File: config.mk
export PLATFORM = sky130hd
export DESIGN_NAME = mtx_sched
export DESIGN_NICKNAME = d
export VERILOG_FILES = /design/src/rtl/mtx_sched.sv
export SDC_FILE = /design/constraint.sdc
export NUM_CORES = 1
export LEC_CHECK = 0
export ABC_AREA = 1
export CAP_MARGIN = 20
export CELL_PAD_IN_SITES_DETAIL_PLACEMENT = 0
export CELL_PAD_IN_SITES_GLOBAL_PLACEMENT = 1
export CORE_MARGIN = 8
export CORE_UTILIZATION = 43
export CTS_BUF_LIST = sky130_fd_sc_hd__clkbuf_8
export CTS_CLUSTER_SIZE = 10
export DETAILED_ROUTE_END_ITERATION = 16
export GPL_TIMING_DRIVEN = 1
export PLACE_DENSITY_LB_ADDON = 0.1
export SLEW_MARGIN = 5
export SYNTH_ARGS = -nofsm -noshare
export SYNTH_HDL_FRONTEND = slang
export SYNTH_SLANG_ARGS = --single-unit
export TNS_END_PERCENT = 100
File: constraint.sdc
create_clock -name sys_clk -period 15.6 [get_ports sys_clk]
set_input_delay 1.56 -clock sys_clk [delete_from_list [all_inputs] [get_ports sys_clk]]
set_output_delay 1.56 -clock sys_clk [all_outputs]
set_load 0.01 [all_outputs]
File: src/rtl/mtx_sched.sv
// mtx_sched: round-robin job scheduler for the Matrix Sub-System.
// Accepts descriptors over valid/ready, dispatches each to a free MAPU channel,
// tracks per-channel busy state and returns completions (with job ID) one at a time.
module mtx_sched #(
    parameter int NUM_CH     = 32,
    parameter int DESC_WIDTH = 32,
    parameter int ID_WIDTH   = 8
) (
    input  logic                      sys_clk,
    input  logic                      sys_rst,
    input  logic                      test_mode_en,
    input  logic                      ctl_en,
    output logic                      sts_idle,
    output logic [NUM_CH-1:0]         sts_busy,
    output logic                      err_spurious,
    input  logic                      job_vld,
    output logic                      job_rdy,
    input  logic [DESC_WIDTH-1:0]     job_desc,
    input  logic [ID_WIDTH-1:0]       job_id,
    output logic [NUM_CH-1:0]         ch_start_vld,
    input  logic [NUM_CH-1:0]         ch_start_rdy,
    output logic [DESC_WIDTH-1:0]     ch_desc,
    input  logic [NUM_CH-1:0]         ch_done,
    output logic                      cpl_vld,
    input  logic                      cpl_rdy,
    output logic [$clog2(NUM_CH)-1:0] cpl_ch,
    output logic [ID_WIDTH-1:0]       cpl_id
);

    localparam int CH_W = $clog2(NUM_CH);

    typedef enum logic [1:0] {
        ST_IDLE,
        ST_RUN,
        ST_DRAIN
    } state_t;

    state_t                  state_q, state_d;
    logic                    sts_idle_q, sts_idle_d;
    logic [CH_W-1:0]         rr_ptr_q, rr_ptr_d;
    logic [NUM_CH-1:0]       busy_q, busy_d;
    logic [NUM_CH-1:0]       pend_q, pend_d;
    logic                    hold_q, hold_d;
    logic [CH_W-1:0]         sel_q, sel_d;
    logic [DESC_WIDTH-1:0]   desc_q, desc_d;
    logic [ID_WIDTH-1:0]     id_q, id_d;
    logic [ID_WIDTH-1:0]     id_tbl_q [NUM_CH];
    logic [ID_WIDTH-1:0]     id_tbl_d [NUM_CH];
    logic                    err_q, err_d;
    logic                    cpl_lock_q, cpl_lock_d;
    logic [CH_W-1:0]         cpl_sel_q, cpl_sel_d;

    logic [NUM_CH-1:0]       start_vld_w;
    logic [NUM_CH-1:0]       elig;
    logic [NUM_CH-1:0]       free_w;
    logic [CH_W-1:0]         pick;
    logic                    found;
    logic [CH_W-1:0]         low_pend;
    logic                    low_found;
    logic [CH_W-1:0]         cpl_ch_w;
    logic                    cpl_any;
    logic                    acc;
    logic                    start_hs;
    logic                    cpl_hs;

    // Free-channel mask and round-robin search starting at rr_ptr
    always_comb begin
        int unsigned idx;
        start_vld_w = '0;
        if (hold_q) start_vld_w[sel_q] = 1'b1;
        elig   = test_mode_en ? NUM_CH'(1) : '1;
        free_w = ~busy_q & ~pend_q & ~start_vld_w & elig;
        pick   = '0;
        found  = 1'b0;
        for (int unsigned k = 0; k < NUM_CH; k++) begin
            idx = 32'(rr_ptr_q) + k;
            if (idx >= NUM_CH) idx -= NUM_CH;
            if (!found && free_w[CH_W'(idx)]) begin
                found = 1'b1;
                pick  = CH_W'(idx);
            end
        end
    end

    // Lowest pending completion; held while a completion is being offered
    always_comb begin
        low_pend  = '0;
        low_found = 1'b0;
        for (int unsigned k = 0; k < NUM_CH; k++) begin
            if (!low_found && pend_q[CH_W'(k)]) begin
                low_found = 1'b1;
                low_pend  = CH_W'(k);
            end
        end
        cpl_any  = |pend_q;
        cpl_ch_w = cpl_lock_q ? cpl_sel_q : low_pend;
    end

    assign job_rdy      = (state_q == ST_RUN) && !hold_q && found;
    assign ch_start_vld = start_vld_w;
    assign ch_desc      = desc_q;
    assign sts_busy     = busy_q;
    assign sts_idle     = sts_idle_q;
    assign err_spurious = err_q;
    assign cpl_vld      = cpl_any;
    assign cpl_ch       = cpl_ch_w;
    assign cpl_id       = id_tbl_q[cpl_ch_w];

    // Next-state: dispatch, start handshake, completion tracking and control FSM
    always_comb begin
        state_d    = state_q;
        rr_ptr_d   = rr_ptr_q;
        hold_d     = hold_q;
        sel_d      = sel_q;
        desc_d     = desc_q;
        id_d       = id_q;
        id_tbl_d   = id_tbl_q;

        acc      = job_vld && job_rdy;
        start_hs = hold_q && ch_start_rdy[sel_q];
        cpl_hs   = cpl_any && cpl_rdy;

        // Completions only count on busy channels; anything else is flagged
        busy_d = busy_q & ~ch_done;
        pend_d = pend_q | (ch_done & busy_q);
        err_d  = err_q | (|(ch_done & ~busy_q));
        if (cpl_hs) pend_d[cpl_ch_w] = 1'b0;

        if (acc) begin
            hold_d = 1'b1;
            sel_d  = pick;
            desc_d = job_desc;
            id_d   = job_id;
        end

        if (start_hs) begin
            busy_d[sel_q]   = 1'b1;
            id_tbl_d[sel_q] = id_q;
            hold_d          = 1'b0;
            rr_ptr_d        = (sel_q == CH_W'(NUM_CH - 1)) ? '0 : sel_q + CH_W'(1);
        end

        // Freeze the offered index until it is consumed so a lower one cannot preempt
        cpl_lock_d = cpl_any && !cpl_rdy;
        cpl_sel_d  = cpl_ch_w;

        case (state_q)
            ST_IDLE:  if (ctl_en) state_d = ST_RUN;
            ST_RUN:   if (!ctl_en) state_d = ST_DRAIN;
            ST_DRAIN: begin
                if (ctl_en)
                    state_d = ST_RUN;
                else if ((busy_q == '0) && (pend_q == '0) && !hold_q)
                    state_d = ST_IDLE;
            end
            default:  state_d = ST_IDLE;
        endcase
        sts_idle_d = (state_d == ST_IDLE);
    end

    // State registers with asynchronous reset
    always_ff @(posedge sys_clk or posedge sys_rst) begin
        if (sys_rst) begin
            state_q    <= ST_IDLE;
            sts_idle_q <= 1'b1;
            rr_ptr_q   <= '0;
            busy_q     <= '0;
            pend_q     <= '0;
            hold_q     <= 1'b0;
            sel_q      <= '0;
            desc_q     <= '0;
            id_q       <= '0;
            err_q      <= 1'b0;
            cpl_lock_q <= 1'b0;
            cpl_sel_q  <= '0;
            for (int unsigned i = 0; i < NUM_CH; i++) id_tbl_q[i] <= '0;
        end else begin
            state_q    <= state_d;
            sts_idle_q <= sts_idle_d;
            rr_ptr_q   <= rr_ptr_d;
            busy_q     <= busy_d;
            pend_q     <= pend_d;
            hold_q     <= hold_d;
            sel_q      <= sel_d;
            desc_q     <= desc_d;
            id_q       <= id_d;
            err_q      <= err_d;
            cpl_lock_q <= cpl_lock_d;
            cpl_sel_q  <= cpl_sel_d;
            id_tbl_q   <= id_tbl_d;
        end
    end

endmodule
# [After elaboration in Yosys (flattened, before gate mapping)]
# Cells that the tools add are included.
[op_classes] add_sub_neg=64 bitwise_logic=17 mul=0 muxes=247 shift=0 n_lt_le_gt_ge=71 reduce_logical=144 eq_ne=3 n_div=0
[op_table] cell="2-to-1 mux 5 bit" count=96
[op_table] cell="bitwise mux 256 bit" count=1
[op_table] cell="bitwise AND 32 bit" count=7
[op_table] cell="less-than comparator 5 x 6 -> 1 bit (second input constant)" count=34
[op_table] cell="greater-or-equal comparator 6 bit (second input constant)" count=33
[op_table] cell="binary-select mux 1 bit (select 5 bit)" count=33
[op_table] cell="inverter 32 bit" count=5
[op_table] cell="subtractor 5 x 1 -> 5 bit (second input constant)" count=32
[op_table] cell="2-to-1 mux 32 bit" count=4
[op_table] cell="2-to-1 mux 1 bit" count=101
[op_table] cell="adder 5 x 5 -> 6 bit (second input constant)" count=16
[op_table] cell="logical AND 1 bit" count=73
[op_table] cell="logical NOT 1 bit" count=64
[op_table] cell="logical NOT 32 bit" count=2
[op_table] cell="OR 32 bit" count=2
[op_table] cell="OR reduction 32 bit" count=2
[op_table] cell="adder 5 x 4 -> 6 bit (second input constant)" count=8
[op_table] cell="binary-select mux 8 bit (select 5 bit)" count=1
[op_table] cell="demux 8 bit (select 5 bit)" count=1
[op_table] cell="adder 5 x 3 -> 6 bit (second input constant)" count=4
[op_table] cell="2-to-1 mux 8 bit" count=3
[op_table] cell="adder 5 x 2 -> 6 bit (second input constant)" count=2
[op_table] cell="inverter 5 -> 6 bit" count=2
[op_table] cell="demux 1 bit (select 5 bit)" count=2
[op_table] cell="13 further kinds" count=18
[totals] register_bits=381 latchBits=0 out_inout_bits=113 ram_bits=0 mem_count=0 mem_bits_ro=0 wordCells=590

# [Depth between registers and ports, before layout]
# Gate-level depths: netlist of run 1.
[depth] ltp_word=108 ltp_mapped=39

# [Least setup slack after synthesis of run 1]
# No wires, ideal clock.
[synth_path] kind="register to output" from="register rr_ptr_q[1]" to="output job_rdy" path_buffers=4 arrival_time_ps=4763 path_stages_with_launch=31 t_required_ps=14040 setup_slack_ps=9277 path_cell_list="dfrtp_1 buf_4 inv_1 clkbuf_1 buf_1 ha_1 clkinv_1 clkbuf_1 nand3_1 nand3_1 nand3_1 nand3_1 nand2_2 nor2_4 nand4_1 nor2_2 nand4_2 nor2_4 nand4_2 nor2_4 nand4_2 nor2_2 nand4_2 nor2_4 nand4_2 nor2_4 nand4_2 nor2_4 nand3b_2 nand2_1 inv_1"
[synth_between] elab_chain_len=99
[synth_lines] element="from (decl)" line_no="40" text="logic [CH_W-1:0] rr_ptr_q, rr_ptr_d;"
[synth_lines] element="from (signal assigned)" line_no="180" text="rr_ptr_q <= rr_ptr_d;"
[synth_lines] element="branches (longest 97 deep; another with adder 5 x 1 -> 6 bit)"
[synth_lines] element="2-to-1 mux 1 bit *" line_no="78" text="if (!found && free_w[CH_W'(idx)]) begin"
[synth_lines] element="logical AND 1 bit *" line_no="99" text="assign job_rdy = (state_q == ST_RUN) && !hold_q && found;"
[synth_lines] element="to (decl)" line_no="17" text="output logic job_rdy,"
# Every way passes the cells marked *. The select of a mux whose other input is x is not followed.

# [Worst setup path after layout of run 1]
[layout_path] from="register pend_q[5]" to="output cpl_id[7]"
[layout_between] elab_chain_len=85
[layout_lines] element="from (decl)" line_no="42" text="logic [NUM_CH-1:0] pend_q, pend_d;"
[layout_lines] element="from (signal assigned)" line_no="182" text="pend_q <= pend_d;"
[layout_lines] element="logical AND 1 bit *" line_no="90" text="if (!low_found && pend_q[CH_W'(k)]) begin"
[layout_lines] element="2-to-1 mux 1 bit" line_no="90"
[layout_lines] element="logical NOT 1 bit" line_no="90"
[layout_lines] element="logical AND 1 bit" line_no="90"
[layout_lines] element="2-to-1 mux 1 bit" line_no="90"
[layout_lines] element="logical NOT 1 bit" line_no="90"
[layout_lines] element="logical AND 1 bit" line_no="90"
[layout_lines] element="2-to-1 mux 1 bit" line_no="90"
[layout_lines] element="[68 not listed]"
[layout_lines] element="2-to-1 mux 1 bit" line_no="90"
[layout_lines] element="logical NOT 1 bit" line_no="90"
[layout_lines] element="logical AND 1 bit" line_no="90"
[layout_lines] element="2-to-1 mux 5 bit *" line_no="90"
[layout_lines] element="2-to-1 mux 5 bit *" line_no="96" text="cpl_ch_w = cpl_lock_q ? cpl_sel_q : low_pend;"
[layout_lines] element="inverter 5 -> 6 bit (implied by the code) *" line_no="107" text="assign cpl_id = id_tbl_q[cpl_ch_w];"
[layout_lines] element="binary-select mux 8 bit (select 5 bit) *" line_no="107"
[layout_lines] element="2-to-1 mux 8 bit (implied by the code) * (2 in series)" line_no="107"
[layout_lines] element="to (decl)" line_no="27" text="output logic [ID_WIDTH-1:0] cpl_id"
# Mark *: on every way between the ends. The rest lies on a longest branch, timed or not. The select of a mux whose other input is x is not followed.

==> flow_summary.yaml, run 1 <==
route:
  drc: 0
  ant_nets: 0
  routedWlPerCell_um: 22.8
  drt-total-wl_mm: 85.9
  drt_iter0_drc: 2395
  first_pass_iters: 5
  vias_per_cell: 5.77
  num_vias: 21735
timing:
  fin_crit_sh_pct: 57.4
  min_period_ns: 8.95
  fin_hold_ws_ns: 0.483
  hold_viol_final: 0
  slew_headroom_pct: 30.1
  finalSetupViolations: 0
  skew_ns: 0.0418
  rsz0062_at_grt: "no"
  fin_tns_setup_ns: 0
  final_max_slew_viol_count: 0
  fmax_mhz: 112
  worstMarginPinSlew_ns: 1.04
floorplan:
  fp.dieW_um: 238
  die_h_um: 238
  boundaryPins: 223
  die_area_um2: 56900
  start_util_pct: 43.5
  rows: 81
  coreArea_um2: 49000
yosys:
  syn_area_um2: 21300
  ys.flop_type: "dfrtp_1"
  synthesis.nets: 3004
  synthCells: 2877
  synth_top_area_share_pct: 44.7
  synth-edff-count: 0
  yosys-top-cells-area: "dfrtp_1 45%, nand2_1 12%, nand3_1 9.0%"
  ys_types: 54
  yosys.cell_count.top_type: "nand2_1"
  avgSynthCellArea_um2: 7.40
  ys_seq_area_share_pct: 44.8
  synth_common_cells: "705 x nand2_1, 382 x nand3_1, 380 x dfrtp_1"
  synth.largest_area_cell: "dfrtp_1"
  yosysWarnings: 0
  synth_seq_cells: 381
  ys_async_sr_fraction_pct: 100
finish:
  drive_above_1_share_pct: 5.87
  multiInputGateArea_um2: 10100
  area_growth_pct: 19.5
  seq_area_um2: 9540
  fill_cells: 4833
  num-nets-final: 3189
  final_cells: 3765
clock_network:
  clockBufferDepth: 3
  ctsResizeCount: 0
  hold_buffers: 0
  clock-sinks: 381
  insertion_delay_ns: 0.66
  cts_buffers: 70
  path_clk_slew_ns: 0.06
  cts-root-buf: "clkbuf_8"
  htree_num_levels: 3
  post-cts-setup-buffer-count: 0
  tritoncts: "built"
setup_path:
  r2r_slack_ns: 8.79
  crit_slowest_cell: "nor2_4"
  crit_required_ns: 14.04
  crit_fanout: 48
  crit_path_end_kind: "output pin"
  r2r_start: "rr_ptr_q[2]"
  cp.arrival_ns: 7.39
  worstSetupPathType: "reg -> out"
  rr_worst_depth: 30
  critPathMaxStageDelay_ns: 0.80
  path_common_cell: "nor2_1"
  cp_num_buf_inv: 9
  cp_top_family: "simple AND/OR/NAND/NOR gates"
  cp-start-kind: "flip-flop"
  r2r_end: "id_q[6]"
power_and_ir_drop:
  pwr-share-comb_pct: 59.0
  clockPowerShare_pct: 15.5
  p_switching_mw: 3.19
  switching_share_pct: 53.7
  seqPwrFrac_pct: 25.5
  p_int_mw: 2.75
  p_leak_nw: 11.8
  power.total_mw: 5.95
  vdd_drop_max_mv: 0.121
  power_density_nw_per_um2: 234
place:
  dpl.hpwl_mm: 62.4
  io_buffers: 222
  place_inst: 3649
  gp_congestion: 0.986
global_route:
  met2_usage_pct: 41.6
  grt_pass1_wl_mm: 130
  use_met1_pct: 44.2
  antenna_found_initial: 3
  top_usage_layer: "met1"
  grt_use_total_pct: 29.9
  grt_pass1_vias: 20727
  grt_max_degree: 187
  met3_usage_pct: 8.46
  globalRouteOverflowTotal: 0
worst_hold_path:
  hold_start: "id_tbl_q[42]"
  min_to: "id_tbl_q[42]"
  hold_depth: 2
  min_path_type: "reg -> reg"
outcome:
  outcome: "completed"
flow_run:
  cap_violations: 0
==> cell type report <==
class / instances / share of cell area, %
repair buffers: 254 / 10.1
well taps: 664 / 3.26
diodes: 1 / 0.00983
clock buffers: 83 / 4.49
multi-input cells: 2078 / 39.9
flip-flops and latches: 381 / 37.5
inverters: 277 / 4.12
clock inverters: 27 / 0.664
==> logic make-up after synthesis <==
group | after synthesis | synth area share [%]
AO/OA/AOI/OAI | 618 | 16.3
XOR/XNOR | 15 | 0.617
adder cells (fa/ha/maj) | 17 | 0.999
buffers and inverters | 418 | 7.85
flip-flops | 381 | 44.8
AND/OR/NAND/NOR | 1428 | 29.4
==> worst max path at each step <==
stage / start / to / slack [ns] / depth (start not counted)
after global placement: test_mode_en / job_rdy / 7.14 / 29
after CTS: pend_q[4] / cpl_id[7] / 6.69 / 26
after detailed placement: test_mode_en / job_rdy / 7.04 / 27
final: pend_q[5] / cpl_id[7] / 6.65 / 26
after floorplan: sys_rst / ch_desc[0] / 3.46 / 1
after global routing: pend_q[4] / cpl_id[7] / 6.16 / 26
==> placed cells by master (no fill, tap or decap), drive strengths merged, types with 3 or more instances in the layout <==
cell type / instances
nand2: 706
nand4: 49
ha: 17
nor2: 199
a31oi: 60
o21ai: 395
buf: 32
nand3b: 3
nor4: 20
o2111ai: 5
inv: 287
a221oi: 4
or2: 9
o21a: 9
clkinv: 15
xor2: 13
clkdlybuf4s50: 222
nor3: 52
clkbuf: 83
nand3: 384
a21oi: 53
o22ai: 13
dfrtp: 380
a22oi: 64
==> sequential cells by signal (all words and copies together), names as in the netlist <==
signal        count
id_tbl_q        256
ch_desc          32
pend_q           32
sts_busy         32
id_q              8
cpl_sel_q         5
rr_ptr_q          5
sel_q             5
state_q           2
cpl_lock_q        1
err_spurious      1
hold_q            1
sts_idle          1
==> power groups by stage <==
stage	Combinational [mW]	Clock (mW)	Sequential [mW]
floorplan	2.13	0	1.47
global placement	3.38	0	1.51
detailed placement	3.40	0	1.52
CTS	3.41	0.938	1.51
global route	3.83	0.981	1.55
finish	3.51	0.921	1.52
==> metrics by stage <==
step / util (%) / instance area, µm² / worst slack, ns
2_1_floorplan: - / 21300 / 3.46
4_1_cts: 51.8 / 25300 / 6.69
3_3_place_gp: 49.0 / 24000 / 7.14
3_5_place_dp: 49.1 / 24000 / 7.04
5_1_grt: 52.0 / 25400 / 6.16
6_report: 52.0 / 25400 / 6.65
==> metal layers <==
metal	share of wire, %	vias to the layer above
li1	-	10081
met1	46	10415
met2	41	1097
met3	11	138
met4	2.9	4
met5	0.034	-
==> worst reg2reg max path, delay by kind of cell, from the launching register on <==
family,cells,cell delay (ns)
flip-flops,1,0.31
adder cells (fa/ha/maj),1,0.32
AO/OA/AOI/OAI,1,0.14
buffers and inverters,6,2.17
AND/OR/NAND/NOR,22,3.81
Note: power is estimated with default switching activity, not from simulation.
==> run 2: changes to the inputs <==
- CORE_UTILIZATION: 43 -> 39
- clock period: 15.6 -> 7.9 ns (I/O delays scaled with it)
==> flow_summary.yaml, run 2 (synthesized netlist as in run 1, its figures left out) <==
outcome:
  outcome: "completed"
finish:
  fill_cells: 5359
  largest_register_ffs: 256
  antenna_cells: 0
  seq_area_um2: 9540
  utilization_pct: 47.5
  multiInputGateArea_um2: 10100
  drive_above_1_share_pct: 6.24
  num-nets-final: 3206
  final_common_cell: "nand2_1"
  regMostFlops: "id_tbl_q"
  final_cell_mix: "705 x nand2_1, 382 x nand3_1, 380 x dfrtp_1"
  area_growth_pct: 20.3
global_route:
  antenna_found_initial: 3
  grt_use_total_pct: 27.8
  grt_max_degree: 180
  grt_pass1_wl_mm: 134
  globalRouteOverflowTotal: 0
  grt_pass1_vias: 20534
floorplan:
  fp.dieW_um: 250
  rows: 85
  coreArea_um2: 53900
  die_area_um2: 62300
  boundaryPins: 223
  die_h_um: 250
  start_util_pct: 39.5
clock_network:
  htree_num_levels: 3
  hold_buffers: 0
  cts-root-buf: "clkbuf_8"
  insertion_delay_ns: 0.66
  tritoncts: "built"
  path_clk_slew_ns: 0.06
  cts_buffers: 70
  clockBufferDepth: 3
  clock-sinks: 381
timing:
  final_max_slew_viol_count: 0
  skew_ns: 0.0505
  fmax_mhz: 137
  finalSetupViolations: 0
  min_period_ns: 7.29
  worstMarginPinSlew_ns: 1.08
  fin_crit_sh_pct: 92.3
  rsz0062_at_grt: "no"
  setup_ws_ns: 0.606
  fin_tns_setup_ns: 0
  hold_viol_final: 0
  slew_headroom_pct: 27.7
route:
  wl_met2_mm: 36.7
  route.top_layer_used: "met5"
  vias_per_cell: 5.67
  routedWlPerCell_um: 23.2
  num_vias: 21665
  first_pass_iters: 5
  met3_length_mm: 8.67
  drc: 0
  wl_met1_mm: 42.0
  drt_iter0_drc: 2370
  ant_nets: 0
  drt-total-wl_mm: 88.7
setup_path:
  r2r_end: "ch_desc[24]"
  setup.worst_path.start: "sel_q[0]"
  crit_slowest_cell: "dfrtp_1"
  cp.arrival_ns: 6.50
  r2r_start: "sel_q[0]"
  crit_end: "job_rdy"
  crit_required_ns: 7.11
  cp-start-kind: "flip-flop"
  worstSetupPathType: "reg -> out"
  rr_worst_depth: 30
  r2r_slack_ns: 1.55
  crit_fanout: 21
  critPathMaxStageDelay_ns: 0.82
  crit_path_end_kind: "output pin"
power_and_ir_drop:
  power_density_nw_per_um2: 465
  power.total_mw: 11.9
  p_leak_nw: 11.9
  vdd_drop_max_mv: 0.240
worst_hold_path:
  hold_start: "id_tbl_q[25]"
  min_path_type: "reg -> reg"
place:
  place_ws_ns: 1.30
  io_buffers: 222
  dpl.hpwl_mm: 65.3
  gp_congestion: 0.981
flow_run:
  cap_violations: 0
-- run 2: changes by cell type in the layout (fill, tap and decap cells not counted), moves of 2 or more --
cell | previous run | this run
buf_4 | 24 | 42
inv_8 | 2 | 0
inv_1 | 276 | 287
buf_12 | 1 | 3
buf_8 | 3 | 0
clkinv_2 | 4 | 1
inv_12 | 0 | 2
clkbuf_8 | 83 | 79
clkinvlp_4 | 1 | 4
inv_6 | 0 | 2
-- run 2: final cells by class --
type / instances / area share [%]
Multi-Input combinational cell: 2078 / 39.5
Inverter: 277 / 4.09
Clock buffer: 79 / 4.25
Clock inverter: 39 / 0.997
Tap cell: 696 / 3.40
Sequential cell: 381 / 37.2
Timing Repair Buffer: 271 / 10.5
-- run 2: metrics by stage --
stage	cell area [µm²]	std cells	hold WS [ns]
after global placement	24200	3698	0.461
final	25600	3821	0.485
after floorplan	21300	2877	0.453
after global routing	25600	3821	0.501
after detailed placement	24200	3700	0.469
after CTS	25600	3818	0.481
-- run 2: what timing repair did --
item,4_1_cts,5_1_grt
setup endpoints to repair,0,1
setup buffers,0,1
resized for setup,0,1
-- run 2: how the worst min path moves through the flow --
stage	to	slack, ns	cells after the start
final	id_tbl_q[25]	0.48	2
after global routing	id_tbl_q[11]	0.50	2
after CTS	err_spurious	0.48	1
after floorplan	id_tbl_q[120]	0.45	2
after global placement	err_spurious	0.46	1
after detailed placement	err_spurious	0.47	1
-- run 2: report_power, final --
group / internal [mW] / total [mW] / switching, mW
clock network: 0.986 / 1.85 / 0.863
logic: 1.99 / 7.04 / 5.05
registers: 2.56 / 3.03 / 0.470
-- run 2: worst max-delay path, delay by kind of cell (launching register included) --
family | cells | cell delay [ns]
AND/OR/NAND/NOR | 23 | 3.52
buffers and inverters | 4 | 0.83
flip-flops | 1 | 0.82
AO/OA/AOI/OAI | 1 | 0.37
adder cells (fa/ha/maj) | 1 | 0.30
-- run 2: per-layer routing --
metal  GRT usage, %  vias up
li1               -    10117
met4           5.87        2
met2           39.6     1027
met1           41.7    10406
met3           7.46      113
met5              0        -
